### src/rtl/cpu_mem_responder.sv
// ============================================================================
// Module   : cpu_mem_responder
// Brief    : Services decoded CPU bus requests on the SRAM/ExROM port or the
//            PPU/APU/IO register bus, with NES open-bus emulation on timeout.
// Revision : 1.0
// ============================================================================
`default_nettype none

module cpu_mem_responder #(
    parameter int          MEM_WAIT    = 1,
    parameter int          REG_TIMEOUT = 15,
    parameter logic [15:0] ROM_BASE    = 16'h0800,
    parameter logic [15:0] ROM_END     = 16'h27E0
) (
    input  logic        clk,
    input  logic        rst,
    input  logic        i_req,
    input  logic [15:0] i_addr_in,
    input  logic        i_addr_valid,
    input  logic        i_we,
    input  logic [7:0]  i_wdata,
    output logic        o_busy,
    output logic        o_ack,
    output logic [7:0]  o_rdata,
    output logic        o_reg_timeout,
    output logic        o_rom_wr_err,
    output logic        o_mem_en,
    output logic        o_mem_we,
    output logic [15:0] o_mem_addr,
    output logic [7:0]  o_mem_wdata,
    input  logic [7:0]  i_mem_rdata,
    output logic        o_reg_req,
    output logic        o_reg_we,
    output logic [15:0] o_reg_addr,
    output logic [7:0]  o_reg_wdata,
    input  logic [7:0]  i_reg_rdata,
    input  logic        i_reg_ack
);

    typedef enum logic [1:0] {
        S_IDLE = 2'd0,
        S_MEM  = 2'd1,
        S_REG  = 2'd2
    } state_t;

    localparam logic [3:0] c_WAIT_LOAD = 4'(MEM_WAIT - 1);
    localparam logic [7:0] c_TO_LAST   = 8'(REG_TIMEOUT - 1);

    state_t      r_state;
    logic [3:0]  r_wait_cnt;
    logic [7:0]  r_to_cnt;
    logic        r_ack;
    logic [7:0]  r_rdata;
    logic        r_reg_timeout;
    logic        r_rom_wr_err;
    logic        r_mem_en;
    logic        r_mem_we;
    logic [15:0] r_mem_addr;
    logic [7:0]  r_mem_wdata;
    logic        r_reg_req;
    logic        r_reg_we;
    logic [15:0] r_reg_addr;
    logic [7:0]  r_reg_wdata;

    logic w_in_rom;
    assign w_in_rom = (i_addr_in >= ROM_BASE) && (i_addr_in < ROM_END);

    always_ff @(posedge clk) begin
        if (!rst) begin
            r_state       <= S_IDLE;
            r_wait_cnt    <= '0;
            r_to_cnt      <= '0;
            r_ack         <= 1'b0;
            r_rdata       <= '0;
            r_reg_timeout <= 1'b0;
            r_rom_wr_err  <= 1'b0;
            r_mem_en      <= 1'b0;
            r_mem_we      <= 1'b0;
            r_mem_addr    <= '0;
            r_mem_wdata   <= '0;
            r_reg_req     <= 1'b0;
            r_reg_we      <= 1'b0;
            r_reg_addr    <= '0;
            r_reg_wdata   <= '0;
        end else begin
            r_ack         <= 1'b0;
            r_reg_timeout <= 1'b0;
            case (r_state)
                S_IDLE: begin
                    if (i_req) begin
                        if (i_addr_valid && i_we && w_in_rom) begin
                            // ROM writes complete immediately without touching SRAM
                            r_rom_wr_err <= 1'b1;
                            r_rdata      <= i_wdata;
                            r_ack        <= 1'b1;
                        end else if (i_addr_valid) begin
                            r_state     <= S_MEM;
                            r_mem_addr  <= i_addr_in;
                            r_mem_wdata <= i_wdata;
                            r_mem_en    <= 1'b1;
                            r_mem_we    <= i_we;
                            r_wait_cnt  <= c_WAIT_LOAD;
                        end else begin
                            r_state     <= S_REG;
                            r_reg_addr  <= i_addr_in;
                            r_reg_wdata <= i_wdata;
                            r_reg_req   <= 1'b1;
                            r_reg_we    <= i_we;
                            r_to_cnt    <= '0;
                        end
                    end
                end
                S_MEM: begin
                    if (r_wait_cnt == 4'd0) begin
                        r_state  <= S_IDLE;
                        r_mem_en <= 1'b0;
                        r_mem_we <= 1'b0;
                        r_ack    <= 1'b1;
                        r_rdata  <= r_mem_we ? r_mem_wdata : i_mem_rdata;
                    end else begin
                        r_wait_cnt <= r_wait_cnt - 4'd1;
                    end
                end
                S_REG: begin
                    // An ack on the boundary cycle takes priority over the timeout
                    if (i_reg_ack) begin
                        r_state   <= S_IDLE;
                        r_reg_req <= 1'b0;
                        r_reg_we  <= 1'b0;
                        r_ack     <= 1'b1;
                        r_rdata   <= r_reg_we ? r_reg_wdata : i_reg_rdata;
                    end else if (r_to_cnt == c_TO_LAST) begin
                        r_state       <= S_IDLE;
                        r_reg_req     <= 1'b0;
                        r_reg_we      <= 1'b0;
                        r_ack         <= 1'b1;
                        r_reg_timeout <= 1'b1;
                    end else begin
                        r_to_cnt <= r_to_cnt + 8'd1;
                    end
                end
                default: r_state <= S_IDLE;
            endcase
        end
    end

    assign o_busy        = (r_state != S_IDLE);
    assign o_ack         = r_ack;
    assign o_rdata       = r_rdata;
    assign o_reg_timeout = r_reg_timeout;
    assign o_rom_wr_err  = r_rom_wr_err;
    assign o_mem_en      = r_mem_en;
    assign o_mem_we      = r_mem_we;
    assign o_mem_addr    = r_mem_addr;
    assign o_mem_wdata   = r_mem_wdata;
    assign o_reg_req     = r_reg_req;
    assign o_reg_we      = r_reg_we;
    assign o_reg_addr    = r_reg_addr;
    assign o_reg_wdata   = r_reg_wdata;

endmodule

`default_nettype wire

### config.mk
export PLATFORM = sky130hd
export DESIGN_NAME = cpu_mem_responder
export DESIGN_NICKNAME = d
export VERILOG_FILES = /design/src/rtl/cpu_mem_responder.sv
export SDC_FILE = /design/constraint.sdc
export NUM_CORES = 1
export LEC_CHECK = 0
export CORE_MARGIN = 2
export CORE_UTILIZATION = 42
export CTS_CLUSTER_SIZE = 20
export DETAILED_ROUTE_END_ITERATION = 10
export MAX_ROUTING_LAYER = met4
export PLACE_DENSITY = 0.8
export SLEW_MARGIN = 5
export SYNTH_ARGS = -nofsm -noshare
export SYNTH_HDL_FRONTEND = slang
export SYNTH_SLANG_ARGS = --single-unit
### constraint.sdc
create_clock -name clk -period 1.94 [get_ports clk]
set_input_delay 0.582 -clock clk [delete_from_list [all_inputs] [get_ports clk]]
set_output_delay 0.582 -clock clk [all_outputs]
set_load 0.1 [all_outputs]
==> run metrics, run 1 <==
status=completed; critical path startpoint=r_state[1]; WP data arrival=1.31 ns; drt total wl=11.8 mm; area share of the largest cell type after synthesis=0.434; IO buf count=109; buffer and inverter count on the worst path=3; final hold slack=0.488 ns; period utilization=0.976; synth top area cells=dfxtp_1 (43%), mux2i_1 (13%), nand2_1 (8.3%), a21oi_1 (4.9%), nor2_1 (4.0%); CTS root buf=clkbuf_8; CP Capture Type=output pin; Top FF cell, synth=dfxtp_1; Final Cell Area=6140 um2; Hold Path Origin=o_rom_wr_err; Int Pwr=3.01 mW; instance count of the mapped netlist=413; layout cells sized above 1=0.293; Reg clk slew, reported paths=0.09 ns; Die X=95.9 um; fmax=528 MHz; Worst-Skew Late Latency=0.35 ns; pre-CTS WS=-0.546 ns; Sequential Power Share=0.380; Worst Skew=0.0121 ns; Combinational Power Share=0.314; # diodes=0; final setup vio count=0; die area=9200 um2; cts bufs inserted=9; unrepaired setup endpoints after global routing=true; top post-synthesis cells by count=nand2_1 (78), dfxtp_1 (77), mux2i_1 (47); Congestion Overflow GR=0; drt wl/cell=17.6 um; setup tns final=0 ns; Yosys top cell by area=dfxtp_1; Max-Cap Viols=0; power per cell area=752 nW/um2; Fillers=540; core area=8220 um2; CP Class=reg2out; final hold vios=0; 1st-pass router iterations=5; DR vias=3732; final max-slew violation count=0; Mapped Area=3550 um2; complex-gate fraction of the synthesized area=0.163; Final Util=0.747; power share of the clock group=0.305; Sw Ratio=0.349; Post-Synth XOR/XNOR Area=0; sequential share of the synthesized area=0.434; most common cell in the netlist=nand2_1; Rel. slew slack=0.728; Pleak=2.49 nW; Synth Area in Simple Gates=0.196; EDFF count, synth=0; Setup WS post-layout=0.0460 ns; antenna-violating nets left=0; Worst Tran Pin Value=0.407 ns; Total GRT Usage=0.272; first-pass GRT wire length=18.7 mm; area of the multi-input gates=1990 um2; Crit-path slowest cell=dfxtp_1; htree depth=3; distinct cell type count after synthesis=50; VDD IR max=561 uV; Synthesized Nets=467; Req. time, crit path=1.36 ns; Critical Path Fanout Max=4; row cnt=33; asr flop ratio synth=0; Ports=110; Residual DRC=0; Adder-Cell Fraction of Synth Area=0.0282; initial DRC count=216; crit-path cells=inv_2 > ha_4 > clkinvlp_4 > buf_12; sw power=1.61 mW; worst r2r src=r_state[0]; Die H=95.9 um; Vias/cell=5.59; vias in the first global route=3800; Post-DP Area=5680 um2; CTS Sinks=77; post-DP HPWL=8.19 mm; initial core utilization=0.432; Worst Hold Class=reg2reg; area growth from synthesis to layout=72.9%; Storage cell area=1540 um2; Crit path max-delay family=flip-flops; largest net degree at the start of global routing=29; Mean Syn Cell Area=8.59 um2; combinational family with the most area after synthesis=simple AND/OR/NAND/NOR gates; Ys Warns=0; TritonCTS clock tree=built; clock tree buffer depth=2; RePlAce Congestion=0.879; Critical Path Max Stage Delay=0.40 ns; multiplexer share of the synthesized area=0.133; Startpoint Class=flip-flop; Yosys reg bits=77; crit path time final=1.89 ns; initial antenna violation count=0; Layout Nets=612
==> tightest hold or removal path: stages, from the launching register on <==
cell	delay (ns)
dfxtp_1	0.34
inv_1	0.06
a21oi_1	0.05
==> logic make-up after synthesis <==
group           Yosys count
compound gates           87
fa+ha+maj                 8
buf+inv                  38
flops                    77
mux                      47
simple gates            156
==> placed cells by master, fill, tap and decap left out, types with 3 or more instances in the layout <==
cell type	instances
clkdlybuf4s50_1	32
buf_4	43
nor2_1	35
dfxtp_1	75
nand3_1	9
ha_1	7
mux2i_1	45
inv_1	8
buf_12	68
clkbuf_8	10
nand4_1	3
nand2_1	78
o21ai_0	6
o22a_1	6
dlygate4sd2_1	8
and3_1	3
o211ai_1	9
nor3_1	3
a21oi_1	34
o221ai_1	8
==> stage by stage <==
step           instances  total power [mW]
5_1_grt              668              4.77
2_1_floorplan        413              2.57
3_3_place_gp         647              3.14
3_5_place_dp         647              3.17
6_report             668              4.62
4_1_cts              668              4.61
==> routing by layer <==
metal / up-vias / GRT usage / wire length (um)
met5: - / - / 0
met4: 0 / 0.137 / 412
met3: 34 / 0.0486 / 699
met2: 153 / 0.456 / 6110
met1: 1796 / 0.314 / 4560
li1: 1749 / - / -
==> registers in the layout (all words and copies together), names as in the netlist, 2 cells and up <==
name         flops
o_reg_wdata      8
o_rdata          8
r_wait_cnt       4
r_to_cnt         8
r_state          2
o_reg_addr      16
o_mem_wdata      8
o_mem_addr      16
==> cell type report <==
cell class | instances | share of cell area
multi-input combinational | 298 | 0.324
sequential | 77 | 0.252
clock buffer | 10 | 0.0224
clock inverter | 6 | 0.0153
inverter | 12 | 0.00795
tap | 105 | 0.0214
timing repair buffer | 160 | 0.357
==> power by group through the flow <==
stage	logic (mW)	registers, mW	clock network [mW]
after floorplan	0.351	2.22	0
after global placement	1.36	1.78	0
after detailed placement	1.38	1.79	0
after CTS	1.43	1.75	1.43
after global routing	1.51	1.76	1.50
final	1.45	1.76	1.41
==> timing repair <==
action	4_1_cts	5_1_grt
hold buffers	0	0
pin swaps	13	2
setup endpoints to repair	39	36
resized for setup	35	17
cloned	1	0
buffers inserted	4	0
==> final timing paths <==
check | endpoint | slack (ns) | cells after the start
worst min register to register | o_rom_wr_err | 0.49 | 2
worst min-delay path | o_rom_wr_err | 0.49 | 2
worst max register to register | r_state[0] | 0.06 | 7
worst max-delay path | o_busy | 0.05 | 4
(Power assumes the default switching activity.)
==> inputs of run 2 (changes only) <==
Settings changed: PLACE_DENSITY 0.8 to 0.76.
==> run 2 against run 1 <==
Critical path depth is 3 higher. Clock power is 18% lower. Non-clock buffer count down 1. First-iteration DRC count is 35% higher. Total power fell by 6.1%. Critical endpoint is now o_mem_wdata[4]. Largest cell class unchanged. Highest routed layer unchanged.
==> run metrics, run 2 (synthesized netlist as in run 1, its figures left out) <==
Layout Nets=611; sw power=1.63 mW; Worst Skew=0.00949 ns; RePlAce Congestion=0.902; final setup vio count=0; CP Class=in2reg; Worst Tran Pin Value=0.417 ns; CTS Sinks=77; Fillers=566; commonest non-fill, non-tap cells in the layout=nand2_1 (78), dfxtp_1 (74), buf_12 (67), mux2i_1 (46), buf_4 (44); area of the multi-input gates=1960 um2; Total GRT Usage=0.254; Residual DRC=0; CP Capture Type=flip-flop; period utilization=0.993; largest net degree at the start of global routing=56; Req. time, crit path=2.19 ns; drt total wl=11.6 mm; layout cells sized above 1=0.279; Sequential Power Share=0.405; Storage cell area=1550 um2; row cnt=33; Pleak=2.46 nW; commonest non-fill, non-tap cell in the layout=nand2_1; Final Cell Area=6030 um2; TritonCTS clock tree=built; cts hold-fix bufs=0; initial core utilization=0.432; Sw Ratio=0.375; Post-DP Area=5700 um2; Final Util=0.734; status=completed; pre-CTS WS=-0.542 ns; area growth from synthesis to layout=69.9%; # diodes=0; final hold vios=0; vias in the first global route=3454; die area=9200 um2; post-DP HPWL=8.26 mm; Vias/cell=5.52; power share of the clock group=0.265; power per cell area=719 nW/um2; Critical Path Fanout Max=8; Congestion Overflow GR=0; core area=8220 um2; IO buf count=109; Reg clk slew, reported paths=0.09 ns; initial antenna violation count=0; 1st-pass router iterations=5; Die X=95.9 um; htree depth=3; cts bufs inserted=9; initial DRC count=292; Combinational Power Share=0.330; CTS root buf=clkbuf_8; Startpoint Class=primary input; drt wl/cell=17.3 um; fmax=519 MHz; DR vias=3683; VDD IR max=493 uV; first-pass GRT wire length=17.4 mm; final max-slew violation count=0; clock tree buffer depth=2; setup tns final=0 ns; unrepaired setup endpoints after global routing=true; Rel. slew slack=0.722; crit path time final=1.93 ns; Worst-Skew Late Latency=0.36 ns; Setup WS post-layout=0.0127 ns; Max-Cap Viols=0; WP data arrival=2.18 ns; Ports=110; antenna-violating nets left=0; Worst Hold Class=reg2reg; Die H=95.9 um; Int Pwr=2.71 mW
-- run 2: worst max-delay path: stages --
cell             delay, ns
clkdlybuf4s50_1       0.46
nor2_4                0.14
nand3_4               0.13
o21ai_4               0.36
buf_6                 0.22
mux2i_1               0.23
nor2_1                0.06
-- run 2: final cells by class --
class	instances	area share
flip-flops and latches	77	0.256
inverters	12	0.00809
multi-input cells	298	0.325
repair buffers	159	0.359
clock inverters	7	0.00955
well taps	105	0.0218
clock buffers	9	0.0205
-- run 2: metrics by stage --
stage	hold slack [ns]	power, mW	std cells
3_5_place_dp	0.487	3.18	648
6_report	0.497	4.33	667
5_1_grt	0.517	4.48	667
4_1_cts	0.501	4.32	665
2_1_floorplan	0.457	2.57	413
3_3_place_gp	0.477	3.15	648
-- run 2: power groups by stage --
stage / combinational [mW] / sequential (mW) / clock (mW)
2_1_floorplan: 0.351 / 2.22 / 0
3_3_place_gp: 1.37 / 1.78 / 0
3_5_place_dp: 1.39 / 1.79 / 0
4_1_cts: 1.40 / 1.75 / 1.17
5_1_grt: 1.49 / 1.76 / 1.23
6_report: 1.43 / 1.75 / 1.15
-- run 2: metal layers --
metal  part of all wire  track usage  up-vias
met5                  0            -        -
met4              0.015       0.0750        0
met3              0.064       0.0744       16
met2               0.50        0.398      132
met1               0.42        0.320     1789
li1                   -            -     1746
-- run 2: path summary, 6_finish.rpt --
check                                     from              to  slack [ns]  cells after the start
worst max-delay path             i_addr_in[15]  o_mem_wdata[4]        0.01                      7
worst min-delay path            o_reg_addr[12]  o_reg_addr[12]        0.50                      2
worst max register to register      r_state[0]      r_state[0]        0.06                      7
worst min register to register  o_reg_addr[12]  o_reg_addr[12]        0.50                      2
-- run 2: what timing repair did --
item | CTS | global route
pin swaps | 6 | 2
gates resized for setup | 22 | 15
setup buffers | 1 | 1
endpoints found under the setup margin | 39 | 43
gates cloned | 0 | 1
==> inputs of run 3 (changes only) <==
Settings changed: SKIP_LAST_GASP set to 1, TNS_END_PERCENT set to 5.
==> run 3 against run 2 <==
The flow now finishes with violations (negative setup slack). Sequential cell count stayed put. Total power decreased by 1.2%. Final area fell by 0.87%. Global-route usage fell by 0.16 points. First-iteration DRC count decreased by 13%. Maximum frequency down 3.1%. Non-clock buffer count down 1.
==> run metrics, run 3 (synthesized netlist as in run 1, its figures left out) <==
clock tree buffer depth=2; period utilization=1.03; die area=9200 um2; TritonCTS clock tree=built; Critical Path Fanout Max=6; Crit-path slowest cell=dfxtp_1; area of the multi-input gates=1930 um2; Setup WS post-layout=-0.0498 ns; Storage cell area=1540 um2; layout cells sized above 1=0.266; DR vias=3668; initial DRC count=255; htree depth=3; initial core utilization=0.432; Startpoint Class=flip-flop; Reg2Reg Setup Slack=0.01 ns; fmax=503 MHz; post-DP HPWL=8.33 mm; 1st-pass router iterations=5; WHS Path Cells=2; IO buf count=109; commonest non-fill, non-tap cells in the layout=nand2_1 (78), dfxtp_1 (75), buf_12 (66), mux2i_1 (46), buf_4 (45); crit-path cells=inv_1 > ha_4 > clkinvlp_4 > buf_12; Residual DRC=0; placed cell count=648; buffer and inverter count on the worst path=3; core area=8220 um2; WHS Endpoint=o_reg_addr[10]; pre-CTS WS=-0.539 ns; r2r endpoint=r_wait_cnt[3]; drt total wl=11.4 mm; unrepaired setup endpoints after global routing=true; WP data arrival=1.41 ns; status=finished, violations left; Req. time, crit path=1.36 ns; final max-slew violation count=0; FF-to-FF path depth=7; failing checks=negative setup slack; vias in the first global route=3578; Vias/cell=5.51; area growth from synthesis to layout=68.4%; Hold Path Origin=o_reg_addr[10]; Die H=95.9 um; Worst-Skew Late Latency=0.35 ns; commonest non-fill, non-tap cell in the layout=nand2_1; drt wl/cell=17.1 um; Max-Cap Viols=0; Total GRT Usage=0.253; VDD IR max=427 uV; Rel. slew slack=0.625; Fillers=573; Pleak=2.44 nW; Die X=95.9 um; RePlAce Congestion=0.951; cts hold-fix bufs=0; CP Capture Type=output pin; crit path time final=1.99 ns; largest net degree at the start of global routing=31; power per cell area=717 nW/um2; Finished Layout Cells=666; Worst Hold Class=reg2reg; Worst Tran Pin Value=0.555 ns; Layout Nets=610; Reg clk slew, reported paths=0.08 ns; Critical Path Max Stage Delay=0.34 ns; initial antenna violation count=0; row cnt=33; CP Class=reg2out; final hold vios=0; Ports=110; Crit path max-delay family=buffers and inverters; # diodes=0; CTS root buf=clkbuf_8; antenna-violating nets left=0; CTS Sinks=77; cts bufs inserted=9; first-pass GRT wire length=17.5 mm; Congestion Overflow GR=0; Worst Skew=0.0106 ns; worst r2r src=r_wait_cnt[1]; final setup vio count=1
run 3: cell types whose count changed in the layout (fill, tap and decap cells not counted), sizes merged:
cell | before | now
clkdlybuf4s50 | 34 | 33
dlymetal6s2s | 2 | 3
clkinvlp | 3 | 4
inv | 14 | 13
buf | 113 | 112
run 3: worst max-delay path by stage:
stage | end | slack, ns | cells after the start | start
6_report | o_busy | -0.05 | 4 | r_state[0]
3_3_place_gp | r_state[0] | -0.46 | 6 | i_addr_in[12]
2_1_floorplan | r_to_cnt[2] | -0.08 | 6 | r_state[0]
3_5_place_dp | o_rdata[7] | -0.54 | 8 | i_addr_in[12]
5_1_grt | o_busy | -0.1 | 4 | r_state[0]
4_1_cts | o_busy | -0.04 | 4 | r_state[0]
run 3: report_power, final:
| part | internal, mW | total [mW] | switching, mW |
|---|---|---|---|
| Combinational | 0.560 | 1.41 | 0.854 |
| Sequential | 1.65 | 1.75 | 0.101 |
| Clock | 0.479 | 1.12 | 0.637 |
| Total | 2.69 | 4.28 | 1.59 |
run 3: metal layers:
layer / wire (um) / track usage / vias to the layer above
met5: 0 / - / -
met4: 241 / 0.0940 / 0
met3: 750 / 0.0548 / 31
met2: 5840 / 0.414 / 148
met1: 4590 / 0.306 / 1746
li1: - / - / 1743
run 3: layout make-up:
cell class                 count  share of cell area
multi-input combinational    298               0.323
timing repair buffer         158               0.358
clock buffer                   9              0.0207
tap                          105              0.0220
inverter                      12             0.00817
sequential                    77               0.258
clock inverter                 7             0.00963
run 3: tightest hold or removal path: cells and delay by family (launching register included):
family / cells / cell delay (ns)
flip-flops: 1 / 0.34
AND/OR/NAND/NOR: 1 / 0.06
AO/OA/AOI/OAI: 1 / 0.05
run 3: through the flow:
| step | total power, mW | hold WS [ns] | TNS, ns | util | area [um2] |
|---|---|---|---|---|---|
| CTS | 4.28 | 0.498 | -0.161 | 0.718 | 5900 |
| finish | 4.28 | 0.496 | -0.0498 | 0.727 | 5980 |
| global route | 4.45 | 0.520 | -0.212 | 0.727 | 5980 |
| global placement | 3.15 | 0.475 | -21.57 | 0.692 | 5690 |
| floorplan | 2.57 | 0.457 | -0.612 | - | 3550 |
| detailed placement | 3.17 | 0.487 | -25.49 | 0.692 | 5690 |
run 3: timing repair:
action / 4_1_cts / 5_1_grt
setup endpoints to repair: 41 / 46
pin swaps: 5 / 3
cloned: 0 / 1
resized for setup: 17 / 11
setup buffers: 0 / 1
